===== config.mk =====
export PLATFORM = sky130hd
export DESIGN_NAME = multi_ch_collision_detector
export DESIGN_NICKNAME = d
export VERILOG_FILES = /design/src/rtl/multi_ch_collision_detector.sv
export SDC_FILE = /design/constraint.sdc
export NUM_CORES = 1
export LEC_CHECK = 0
export ABC_AREA = 1
export ABC_CLOCK_PERIOD_IN_PS = 4600
export CORE_ASPECT_RATIO = 1.1
export CORE_UTILIZATION = 59
export CTS_BUF_LIST = sky130_fd_sc_hd__clkbuf_16
export CTS_CLUSTER_SIZE = 20
export DETAILED_ROUTE_END_ITERATION = 12
export PLACE_DENSITY = 0.86
export SLEW_MARGIN = 20
export SYNTH_ARGS = -nofsm -noshare
export SYNTH_HDL_FRONTEND = slang
export SYNTH_SLANG_ARGS = --single-unit

===== constraint.sdc =====
create_clock -name clk_25MHz -period 4.6 [get_ports clk_25MHz]
set_input_delay 0.92 -clock clk_25MHz [delete_from_list [all_inputs] [get_ports clk_25MHz]]
set_output_delay 0.92 -clock clk_25MHz [all_outputs]
set_load 0.05 [all_outputs]

===== src/rtl/multi_ch_collision_detector.sv =====
// Per-channel frame overlap counter with threshold collision detection, per-channel
// cooldown, and a global frame counter measuring frames between collisions.
module multi_ch_collision_detector #(
  parameter int                NUM_CH          = 2,
  parameter int                CNT_W           = 10,
  parameter int                HIT_THRESH      = 16,
  parameter int                COOLDOWN_FRAMES = 8,
  parameter int                X_LAST          = 639,
  parameter int                Y_LAST          = 479,
  parameter logic [NUM_CH-1:0] CH_DIR          = {NUM_CH{1'b1}}
) (
  input  logic                    clk_25MHz,
  input  logic                    reset,
  input  logic [9:0]              x_pixel,
  input  logic [9:0]              y_pixel,
  input  logic [NUM_CH-1:0]       is_hit_area,
  input  logic [NUM_CH-1:0]       is_target_color,
  input  logic [NUM_CH-1:0]       ch_enable,
  input  logic                    is_ball_moving_right,
  output logic [NUM_CH-1:0]       collision_detected,
  output logic                    collision_any,
  output logic [NUM_CH*CNT_W-1:0] hit_count,
  output logic [9:0]              estimated_speed
);

  typedef enum logic {ARMED, COOLDOWN} state_t;

  state_t            state        [NUM_CH];
  logic [7:0]        cooldown_cnt [NUM_CH];
  logic [CNT_W-1:0]  acc          [NUM_CH];
  logic [CNT_W-1:0]  total        [NUM_CH];
  logic [NUM_CH-1:0] overlap;
  logic [NUM_CH-1:0] fire;
  logic              eof;
  logic [9:0]        frame_cnt;
  logic [9:0]        frame_cnt_inc;

  assign eof           = (x_pixel == 10'(X_LAST)) && (y_pixel == 10'(Y_LAST));
  assign frame_cnt_inc = (frame_cnt == '1) ? frame_cnt : frame_cnt + 10'd1;

  // total includes the current pixel so the EOF pixel lands in its own frame
  always_comb begin
    overlap = '0;
    fire    = '0;
    for (int unsigned c = 0; c < NUM_CH; c++) begin
      overlap[c] = is_hit_area[c] & is_target_color[c] & ch_enable[c];
      total[c]   = (acc[c] == '1) ? acc[c] : acc[c] + CNT_W'(overlap[c]);
      fire[c]    = eof && ch_enable[c] && (state[c] == ARMED) &&
                   (int'(total[c]) >= HIT_THRESH) &&
                   (is_ball_moving_right == CH_DIR[c]);
    end
  end

  always_ff @(posedge clk_25MHz) begin
    if (reset) begin
      for (int unsigned c = 0; c < NUM_CH; c++) begin
        state[c]        <= ARMED;
        cooldown_cnt[c] <= '0;
        acc[c]          <= '0;
      end
      hit_count          <= '0;
      collision_detected <= '0;
      collision_any      <= 1'b0;
      frame_cnt          <= '0;
      estimated_speed    <= '0;
    end else begin
      collision_detected <= fire;
      collision_any      <= |fire;
      for (int unsigned c = 0; c < NUM_CH; c++) begin
        if (!ch_enable[c]) begin
          state[c]                     <= ARMED;
          cooldown_cnt[c]              <= '0;
          acc[c]                       <= '0;
          hit_count[c*CNT_W +: CNT_W]  <= '0;
        end else if (eof) begin
          acc[c]                      <= '0;
          hit_count[c*CNT_W +: CNT_W] <= total[c];
          case (state[c])
            ARMED: begin
              if (fire[c]) begin
                state[c]        <= COOLDOWN;
                cooldown_cnt[c] <= 8'(COOLDOWN_FRAMES);
              end
            end
            COOLDOWN: begin
              cooldown_cnt[c] <= cooldown_cnt[c] - 8'd1;
              if (cooldown_cnt[c] <= 8'd1) state[c] <= ARMED;
            end
            default: state[c] <= ARMED;
          endcase
        end else begin
          acc[c] <= total[c];
        end
      end
      // the collision EOF itself is counted before the counter restarts
      if (eof) begin
        if (|fire) begin
          estimated_speed <= frame_cnt_inc;
          frame_cnt       <= '0;
        end else begin
          frame_cnt <= frame_cnt_inc;
        end
      end
    end
  end

endmodule

==> flow_summary.json, run 1 <==
{
  "row_count": 32,
  "clock_path_buffers": 2,
  "p_int_mw": 1.19,
  "pin_count": 62,
  "final_cell_area_mm2": 0.00535,
  "synth_mux_area_share_pct": 0,
  "synth.distinct_cells": 30,
  "fin_crit_sh_pct": 73.5,
  "crit_start": "ch_enable[1]",
  "hold_class": "register to register",
  "insertion_delay_ns": 0.34,
  "swShare_pct": 24.6,
  "dieArea_mm2": 0.00762,
  "yosysWarnings": 0,
  "drt-total-wl_um": 10400,
  "combPwrFrac_pct": 7.4,
  "dpl_cell_area_mm2": 0.00507,
  "post-cts-setup-buffer-count": 0,
  "p_leak_nw": 2.21,
  "layout-drive-gt1-share_pct": 6.07,
  "grt_overflow": 0,
  "grt_setup_unrepaired": "false",
  "min_period_ns": 3.38,
  "instances_no_fill": 744,
  "vias": 4059,
  "cts.sinks": 81,
  "layout_common_cells": "nor2_1 (113), nand2_1 (102), inv_1 (74), clkdlybuf4s50_1 (61), nand3_1 (60)",
  "cp_common_cell": "nand3_1",
  "slew_headroom_pct": 50.4,
  "initial_core_util_pct": 61.2,
  "critPathCaptureType": "register",
  "dp_slack_ns": 0.964,
  "grt_usage_pct": 29.2,
  "layout.cells.most_common": "nor2_1",
  "htree_levels": 3,
  "synth_area_mm2": 0.00429,
  "worst_slack_ns": 1.22,
  "dp.cells": 728,
  "synthCells": 569,
  "critPathArrivalTime_ns": 3.36,
  "power_density_mw_per_mm2": 296,
  "diodes": 0,
  "viasPerCell": 5.46,
  "synth_xor_area_share_pct": 2.86,
  "clkPwrFrac_pct": 42.8,
  "ctsResizeCount": 0,
  "dieHeight_um": 91.4,
  "synth_seq_area_share_pct": 46.7,
  "first_global_vias": 4033,
  "ant_nets": 0,
  "drtIter0Drc": 229,
  "tns_ns": 0,
  "grt_max_degree": 27,
  "max_cap_viol_count": 0,
  "crit_buf_inv": 3,
  "synth-compound-area-share_pct": 7.06,
  "final.setup_skew_ns": 0.00790,
  "crit_fanout": 8,
  "n_fill_cell": 520,
  "cpPeakStageDelay_ns": 0.51,
  "ys_ff_latch": 81,
  "critPathTopFamily": "simple AND/OR/NAND/NOR gates",
  "max_freq_ghz": 0.296,
  "cp-start-kind": "primary input",
  "yosys.area_share.simple_pct": 32.9,
  "crit_type": "primary input to register",
  "cts_root_buf": "clkbuf_16",
  "post-dp-hpwl_um": 7560,
  "cts_tree": "built",
  "pwr-share-seq_pct": 49.8,
  "setup_viol": 0,
  "cp_slowest_cell": "clkdlybuf4s50_1",
  "placement.io_buffers": 61,
  "drc": 0,
  "cp.required_ns": 4.58,
  "area_delta_synth_final_pct": 24.6,
  "grt_pass1_wl_um": 17600,
  "peakVddDrop_mv": 0.197,
  "worst_pin_slew_ns": 0.740,
  "cts_buffers": 9,
  "r2r_start": "acc[1][0]",
  "drt_first_pass_iters": 5,
  "synth_top_family_by_area": "simple AND/OR/NAND/NOR gates",
  "finalHoldViolations": 0,
  "wl_per_cell_um": 14.0,
  "synthAdderAreaFrac_pct": 2.63,
  "hold_start": "frame_cnt[3]",
  "status": "finished clean",
  "fp.dieW_um": 83.3,
  "core_mm2": 0.00701,
  "slew_viol_final": 0,
  "switchingPower_mw": 0.388,
  "syn_area_per_cell_um2": 7.54,
  "finalNetCount": 692,
  "antenna_found_initial": 0,
  "crit_chain": "clkdlybuf4s50_1 > inv_1 > nor2_1 > ha_1 > ha_1 > inv_1 > nor2_2 > nand2_1 > nand2_1 > nand3_1 > nor2_1 > nand3_2 > nand3_1 > nand3_1",
  "clk_pin_slew_ns": 0.06,
  "place_congestion": 0.900,
  "postCtsHoldBufs": 0
}
-- worst paths after layout --
| check | to | slack (ns) | depth (start not counted) |
|---|---|---|---|
| setup reg to reg | cooldown_cnt[1][6] | 2.10 | 11 |
| hold / removal | frame_cnt[3] | 0.47 | 2 |
| setup / recovery | cooldown_cnt[1][6] | 1.22 | 14 |
| hold reg to reg | frame_cnt[3] | 0.47 | 2 |
-- final cells by class --
| cell class | instances | area (um^2) | area share (%) |
|---|---|---|---|
| Sequential cell | 81 | 2000 | 37.5 |
| Inverter | 76 | 285 | 5.34 |
| Multi-Input combinational cell | 420 | 2020 | 37.9 |
| Timing Repair Buffer | 66 | 648 | 12.1 |
| Clock buffer | 9 | 225 | 4.21 |
| Tap cell | 85 | 106 | 1.99 |
| Clock inverter | 7 | 53.8 | 1.01 |
-- per-layer routing --
layer  global-route usage (%)  vias up  wire length (um)
li1                         -     1988                 -
met2                     52.5      165              5330
met3                     6.82       36               568
met4                     14.4        0               316
met1                     32.3     1870              4210
met5                        0        -                 0
-- metrics by stage --
step / util [%] / hold WS (ns) / power [mW]
after floorplan: - / 0.445 / 0.866
after global placement: 72.3 / 0.453 / 0.910
after detailed placement: 72.3 / 0.457 / 0.915
after CTS: 76.3 / 0.467 / 1.58
after global routing: 76.3 / 0.501 / 1.63
final: 76.3 / 0.471 / 1.58
-- cells in the mapped netlist, drive strengths merged --
library cell / n / area, um^2
a21oi: 19 / 95.1
nor2: 119 / 467
ha: 9 / 113
dfxtp: 43 / 861
buf: 3 / 18.8
xnor2: 11 / 96.3
nand4: 8 / 50.1
clkinv: 2 / 7.51
a21o: 1 / 7.51
inv: 74 / 278
nand3b: 7 / 52.6
nor4: 2 / 12.5
nor3: 7 / 35.0
nor3b: 1 / 7.51
o211ai: 3 / 22.5
nand3: 62 / 320
conb: 1 / 3.75
clkbuf: 8 / 30.0
nand2: 109 / 442
or2: 4 / 25.0
edfxtp: 38 / 1140
xor2: 3 / 26.3
o21ai: 34 / 170
a21boi: 1 / 7.51
-- power groups by stage --
stage / sequential [mW] / combinational, mW / clock (mW)
3_3_place_gp: 0.800 / 0.110 / 0
2_1_floorplan: 0.797 / 0.0690 / 0
4_1_cts: 0.786 / 0.116 / 0.681
3_5_place_dp: 0.802 / 0.113 / 0
5_1_grt: 0.789 / 0.131 / 0.710
6_report: 0.787 / 0.117 / 0.676
-- worst register-to-register path, delay by kind of cell, from the launching register on --
| family | cells | cell delay [ns] |
|---|---|---|
| adders and majority gates | 2 | 0.47 |
| buffers and inverters | 1 | 0.09 |
| and+or+nand+nor | 8 | 1.17 |
| DFF | 1 | 0.41 |
-- registers in the layout (all words and copies together), names as in the netlist --
signal and count:
acc 20, collision_any 1, collision_detected 2, cooldown_cnt 16, estimated_speed 10, frame_cnt 10, hit_count 20, state 2
-- cell families after synthesis --
family | Yosys count
simple gates | 319
fa+ha+maj | 9
compound gates | 58
flops | 81
buf+inv | 87
other cells | 1
xor+xnor | 14
(Power assumes the default switching activity.)
==> run 2: changes to the inputs <==
--- a/config.mk
+++ b/config.mk
@@ -6,13 +6,13 @@
 export NUM_CORES = 1
 export LEC_CHECK = 0
 export ABC_AREA = 1
-export ABC_CLOCK_PERIOD_IN_PS = 4600
+export ABC_CLOCK_PERIOD_IN_PS = 2700
 export CORE_ASPECT_RATIO = 1.1
-export CORE_UTILIZATION = 59
+export CORE_UTILIZATION = 49
 export CTS_BUF_LIST = sky130_fd_sc_hd__clkbuf_16
 export CTS_CLUSTER_SIZE = 20
 export DETAILED_ROUTE_END_ITERATION = 12
-export PLACE_DENSITY = 0.86
+export PLACE_DENSITY = 0.76
 export SLEW_MARGIN = 20
 export SYNTH_ARGS = -nofsm -noshare
 export SYNTH_HDL_FRONTEND = slang
==> constraint.sdc (replaced) <==
create_clock -name clk_25MHz -period 2.7 [get_ports clk_25MHz]
set_input_delay 0.54 -clock clk_25MHz [delete_from_list [all_inputs] [get_ports clk_25MHz]]
set_output_delay 0.54 -clock clk_25MHz [all_outputs]
set_load 0.05 [all_outputs]
==> run 2 against run 1 <==
  * Register-to-register slack worse by 1.5 ns
  * Worst setup slack got worse by 1.1 ns
  * Largest cell class unchanged
  * Largest power group unchanged
  * Cell count increased by 9.5%
  * First-iteration DRC count decreased by 30%
  * Worst hold slack got worse by 0.00058 ns
  * Sequential power increased by 70%
  * Cell area up 9.1%
==> flow_summary.json, run 2 (synthesis gave the netlist of run 1 again) <==
{
  "layout_common_cells": "nor2_1 (109), nand2_1 (102), inv_1 (74), clkdlybuf4s50_1 (61), nand3_1 (57)",
  "pwr-share-seq_pct": 47.9,
  "holdPathStages": 2,
  "setup_viol": 0,
  "cts_root_buf": "clkbuf_16",
  "grt_max_degree": 27,
  "cp.required_ns": 2.80,
  "r2r_start": "acc[0][0]",
  "crit_type": "primary input to register",
  "layout-drive-gt1-share_pct": 13.5,
  "cp-start-kind": "primary input",
  "core_mm2": 0.00845,
  "cts_buffers": 9,
  "finalNetCount": 737,
  "layout.cells.most_common": "nor2_1",
  "switchingPower_mw": 0.658,
  "cpPeakStageDelay_ns": 0.48,
  "max_cap_viol_count": 0,
  "crit_start": "ch_enable[0]",
  "dieArea_mm2": 0.00913,
  "r2r_cells": 11,
  "ant_nets": 0,
  "hold_class": "register to register",
  "insertion_delay_ns": 0.34,
  "cp_slowest_cell": "clkdlybuf4s50_1",
  "htree_levels": 3,
  "diodes": 0,
  "grt_pass1_wl_um": 17200,
  "r2r_slack_ns": 0.60,
  "vias": 4101,
  "r2r_end": "cooldown_cnt[0][3]",
  "cts.sinks": 81,
  "p_leak_nw": 2.47,
  "clkPwrFrac_pct": 44.3,
  "viasPerCell": 5.03,
  "drtIter0Drc": 160,
  "fin_crit_sh_pct": 94.0,
  "dieHeight_um": 100,
  "worst_pin_slew_ns": 0.528,
  "power_density_mw_per_mm2": 480,
  "critPathArrivalTime_ns": 2.64,
  "initial_core_util_pct": 50.7,
  "pin_count": 62,
  "placement.io_buffers": 61,
  "cp-endpoint": "cooldown_cnt[0][3]",
  "row_count": 35,
  "min_period_ns": 2.54,
  "grt_usage_pct": 23.8,
  "p_int_mw": 2.14,
  "slew_viol_final": 0,
  "final_cell_area_mm2": 0.00583,
  "combPwrFrac_pct": 7.8,
  "status": "finished clean",
  "cts_tree": "built",
  "grt_overflow": 0,
  "max_freq_ghz": 0.394,
  "post-dp-hpwl_um": 7830,
  "first_global_vias": 4006,
  "postCtsHoldBufs": 0,
  "drt-total-wl_um": 10400,
  "dpl_cell_area_mm2": 0.00546,
  "clock_path_buffers": 2,
  "wl_per_cell_um": 12.7,
  "drt_first_pass_iters": 5,
  "peakVddDrop_mv": 0.490,
  "final.setup_skew_ns": 0.00533,
  "finalHoldViolations": 0,
  "area_delta_synth_final_pct": 36.0,
  "crit_fanout": 8,
  "crit_chain": "clkdlybuf4s50_1 > inv_1 > nor2_2 > ha_2 > ha_1 > inv_1 > nor2_4 > xnor2_1 > nand2_1 > nor2_2 > nand3_2 > nand2_4 > o211ai_1 > buf_4",
  "critPathCaptureType": "register",
  "largestRegisters": "acc: 20 flops, hit_count: 20 flops, cooldown_cnt: 16 flops",
  "fin_total_pwr_mw": 2.80,
  "slew_headroom_pct": 64.7,
  "place_congestion": 0.930,
  "drc": 0,
  "swShare_pct": 23.5,
  "antenna_found_initial": 0,
  "fp.dieW_um": 91.2,
  "clk_pin_slew_ns": 0.06
}
[run 2: changes by cell type in the layout (fill, tap and decap cells not counted), moves of 2 or more]
cell / delta
ha_2: +3
nor2_2: +3
buf_12: +4
ha_1: -3
nand3_1: -3
clkinvlp_4: -2
nand3_2: +3
nor2_1: -4
buf_4: +41
[run 2: metrics by stage]
stage                     std cells  setup TNS (ns)  hold slack [ns]  setup WS (ns)  util, %
final                           815               0            0.470          0.162     69.0
after global routing            815         -0.0421            0.495        -0.0334     69.0
after CTS                       811               0            0.465         0.0481     68.1
after detailed placement        795           -9.97            0.455         -0.290     64.6
after global placement          795           -3.88            0.454         -0.140     64.6
after floorplan                 588               0            0.445          0.338        -
[run 2: power groups by stage]
stage	registers (mW)	logic, mW	clock network, mW
2_1_floorplan	1.36	0.117	0
3_3_place_gp	1.36	0.205	0
3_5_place_dp	1.37	0.212	0
4_1_cts	1.34	0.214	1.26
5_1_grt	1.34	0.243	1.32
6_report	1.34	0.218	1.24
[run 2: metal layers]
layer | track usage, % | up-vias | wire length, um
met5 | 0 | - | 0
met4 | 10.1 | 0 | 252
met3 | 3.48 | 19 | 442
met2 | 43.8 | 113 | 5320
met1 | 27.5 | 1886 | 4360
li1 | - | 2083 | -
[run 2: timing repair]
item                                    CTS  global route
buffers inserted                          0             4
resized for setup                         0            12
endpoints found under the setup margin    0            41
[run 2: how the worst min path moves through the flow]
stage                 startpoint            to  slack [ns]
global placement    frame_cnt[3]  frame_cnt[3]        0.45
detailed placement  frame_cnt[3]  frame_cnt[3]        0.46
global route        frame_cnt[3]  frame_cnt[3]        0.50
floorplan           frame_cnt[3]  frame_cnt[3]        0.45
finish              frame_cnt[3]  frame_cnt[3]        0.47
CTS                 frame_cnt[3]  frame_cnt[3]        0.46
[run 2: area by class of cell]
cell class / instances / area [um^2]
Clock buffer: 9 / 225
Timing Repair Buffer: 111 / 1040
Clock inverter: 7 / 75.1
Fill cell: 687 / 2620
Tap cell: 111 / 139
Multi-Input combinational cell: 420 / 2070
Inverter: 76 / 285
Sequential cell: 81 / 2000
[run 2: worst max-delay path: cells and delay by family]
family                     cells  cell delay (ns)
buffers and inverters          4             0.81
and+or+nand+nor                6             0.71
adders and majority gates      2             0.36
xor gates and xnor gates       1             0.12
AOI/OAI and AO/OA              1             0.08
==> run 3: changes to the inputs <==
--- a/config.mk
+++ b/config.mk
@@ -12,7 +12,8 @@
 export CTS_BUF_LIST = sky130_fd_sc_hd__clkbuf_16
 export CTS_CLUSTER_SIZE = 20
 export DETAILED_ROUTE_END_ITERATION = 12
-export PLACE_DENSITY = 0.76
+export GPL_TIMING_DRIVEN = 0
+export PLACE_DENSITY = 0.86
 export SLEW_MARGIN = 20
 export SYNTH_ARGS = -nofsm -noshare
 export SYNTH_HDL_FRONTEND = slang
==> run 3 against run 2 <==
  * Global-route usage is 0.38 points lower
  * Core utilization decreased by 2.8 points
  * Worst setup slack better by 0.036 ns
  * Cell area is 4.1% lower
  * Non-clock buffer count decreased by 32
  * Clock-buffer cell count unchanged
  * Critical path depth rose by 3
  * Total power decreased by 5.2%
  * Routed wire length rose by 2.0%
  * Cell count shrank 3.9%
  * Clock skew increased by 0.0019 ns
  * Die area unchanged
==> flow_summary.json, run 3 (synthesis gave the netlist of run 1 again) <==
{
  "post-dp-hpwl_um": 7520,
  "status": "finished clean",
  "r2r_end": "cooldown_cnt[0][3]",
  "hold_class": "register to register",
  "viasPerCell": 5.20,
  "finalHoldViolations": 0,
  "grt_usage_pct": 23.4,
  "largestRegisters": "acc: 20 flops, hit_count: 20 flops, cooldown_cnt: 16 flops",
  "drt_first_pass_iters": 5,
  "postCtsHoldBufs": 0,
  "antenna_found_initial": 0,
  "cts_buffers": 9,
  "grt_max_degree": 14,
  "placement.io_buffers": 60,
  "slew_viol_final": 0,
  "r2r_start": "acc[0][0]",
  "hold_start": "frame_cnt[3]",
  "ant_nets": 0,
  "drtIter0Drc": 218,
  "vias": 4070,
  "min_period_ns": 2.50,
  "dp_slack_ns": -0.684,
  "core_mm2": 0.00845,
  "critPathCaptureType": "register",
  "row_count": 35,
  "diodes": 0,
  "cts.sinks": 81,
  "cp.required_ns": 2.93,
  "p_leak_nw": 2.29,
  "layout.cells.most_common": "nor2_1",
  "instances_no_fill": 783,
  "r2r_slack_ns": 0.42,
  "worst_pin_slew_ns": 0.564,
  "max_freq_ghz": 0.400,
  "htree_levels": 3,
  "fp.dieW_um": 91.2,
  "r2r_cells": 11,
  "drc": 0,
  "dieArea_mm2": 0.00913,
  "first_global_vias": 3879,
  "clk_pin_slew_ns": 0.06,
  "wl_per_cell_um": 13.5,
  "cts_root_buf": "clkbuf_16",
  "hold_path_end": "frame_cnt[3]",
  "worst_slack_ns": 0.198,
  "finalNetCount": 705,
  "dpl_cell_area_mm2": 0.00510,
  "holdPathStages": 2,
  "cts_tree": "built",
  "crit_fanout": 10,
  "layout-drive-gt1-share_pct": 10.1,
  "dieHeight_um": 100,
  "clock_path_buffers": 2,
  "grt_overflow": 0,
  "fin_total_pwr_mw": 2.65,
  "crit_type": "primary input to register",
  "pin_count": 62,
  "slew_headroom_pct": 62.4,
  "initial_core_util_pct": 50.7,
  "final.setup_skew_ns": 0.00721,
  "layout_common_cells": "nor2_1 (103), nand2_1 (98), inv_1 (74), clkdlybuf4s50_1 (56), nand3_1 (55)",
  "peakVddDrop_mv": 0.393,
  "critPathArrivalTime_ns": 2.74,
  "cp-start-kind": "primary input",
  "drt-total-wl_um": 10600,
  "max_cap_viol_count": 0,
  "final_cell_area_mm2": 0.00559,
  "grt_pass1_wl_um": 16900,
  "fin_crit_sh_pct": 92.6,
  "setup_viol": 0,
  "whs_ns": 0.472,
  "dp.cells": 759,
  "area_delta_synth_final_pct": 30.4,
  "place_congestion": 0.919,
  "power_density_mw_per_mm2": 474,
  "insertion_delay_ns": 0.34
}
run 3: cell count changes in the layout (fill, tap and decap cells not counted), sizes merged:
cell	previous run	this run
buf	50	11
bufinv	1	0
clkbuf	9	17
clkdlybuf4s50	61	56
clkinv	3	5
dlygate4sd2	0	1
dlymetal6s2s	0	3
inv	78	77
run 3: how the worst max path moves through the flow:
stage	start	to	slack [ns]	depth (start not counted)
after floorplan	ch_enable[0]	cooldown_cnt[0][0]	0.34	12
after detailed placement	ch_enable[1]	cooldown_cnt[1][6]	-0.68	14
after global routing	is_target_color[1]	estimated_speed[8]	-0.0005	18
after CTS	y_pixel[8]	state[1]	0.01	10
after global placement	ch_enable[1]	cooldown_cnt[1][7]	-0.53	14
final	is_target_color[1]	estimated_speed[4]	0.20	17
run 3: repair_timing:
item	4_1_cts	5_1_grt
resized for setup	12	32
setup buffers	2	6
endpoints found under the setup margin	36	40
pin swaps	1	16
run 3: power by group:
group / leakage [nW] / total (mW) / switching [mW] / internal [mW]
clock network: 0.136 / 1.11 / 0.493 / 0.613
logic: 1.41 / 0.207 / 0.118 / 0.0895
registers: 0.752 / 1.34 / 0.0280 / 1.31
run 3: critical path, cell delays in order:
cell	delay [ns]
clkdlybuf4s50_1	0.48
nand2_2	0.05
nor2_2	0.15
ha_4	0.17
ha_4	0.14
inv_1	0.06
nor2_2	0.13
nand2_1	0.07
nand2_1	0.09
nand3_2	0.10
nor2_4	0.12
nand3_4	0.12
nand2_4	0.13
nand2_8	0.07
buf_8	0.14
nor2_1	0.10
nor2_1	0.06
run 3: per-stage QoR:
stage               utilization (%)  setup TNS [ns]
floorplan                         -               0
finish                         66.2               0
global placement               60.3          -21.53
CTS                            64.2               0
detailed placement             60.3          -25.55
global route                   66.2       -0.000451
run 3: final cells by class:
class,count,area [um^2]
flip-flops and latches,81,2000
plain buffers,11,53.8
repair buffers,68,667
well taps,111,139
clock buffers,9,225
inverters,76,285
multi-input cells,420,2180
clock inverters,7,38.8
fillers,665,2860
run 3: per-layer routing:
metal,share of wire [%],track usage (%)
met5,0,0
met1,41,26.6
met2,51,41.9
met4,2.7,11.1
met3,5.1,5.00
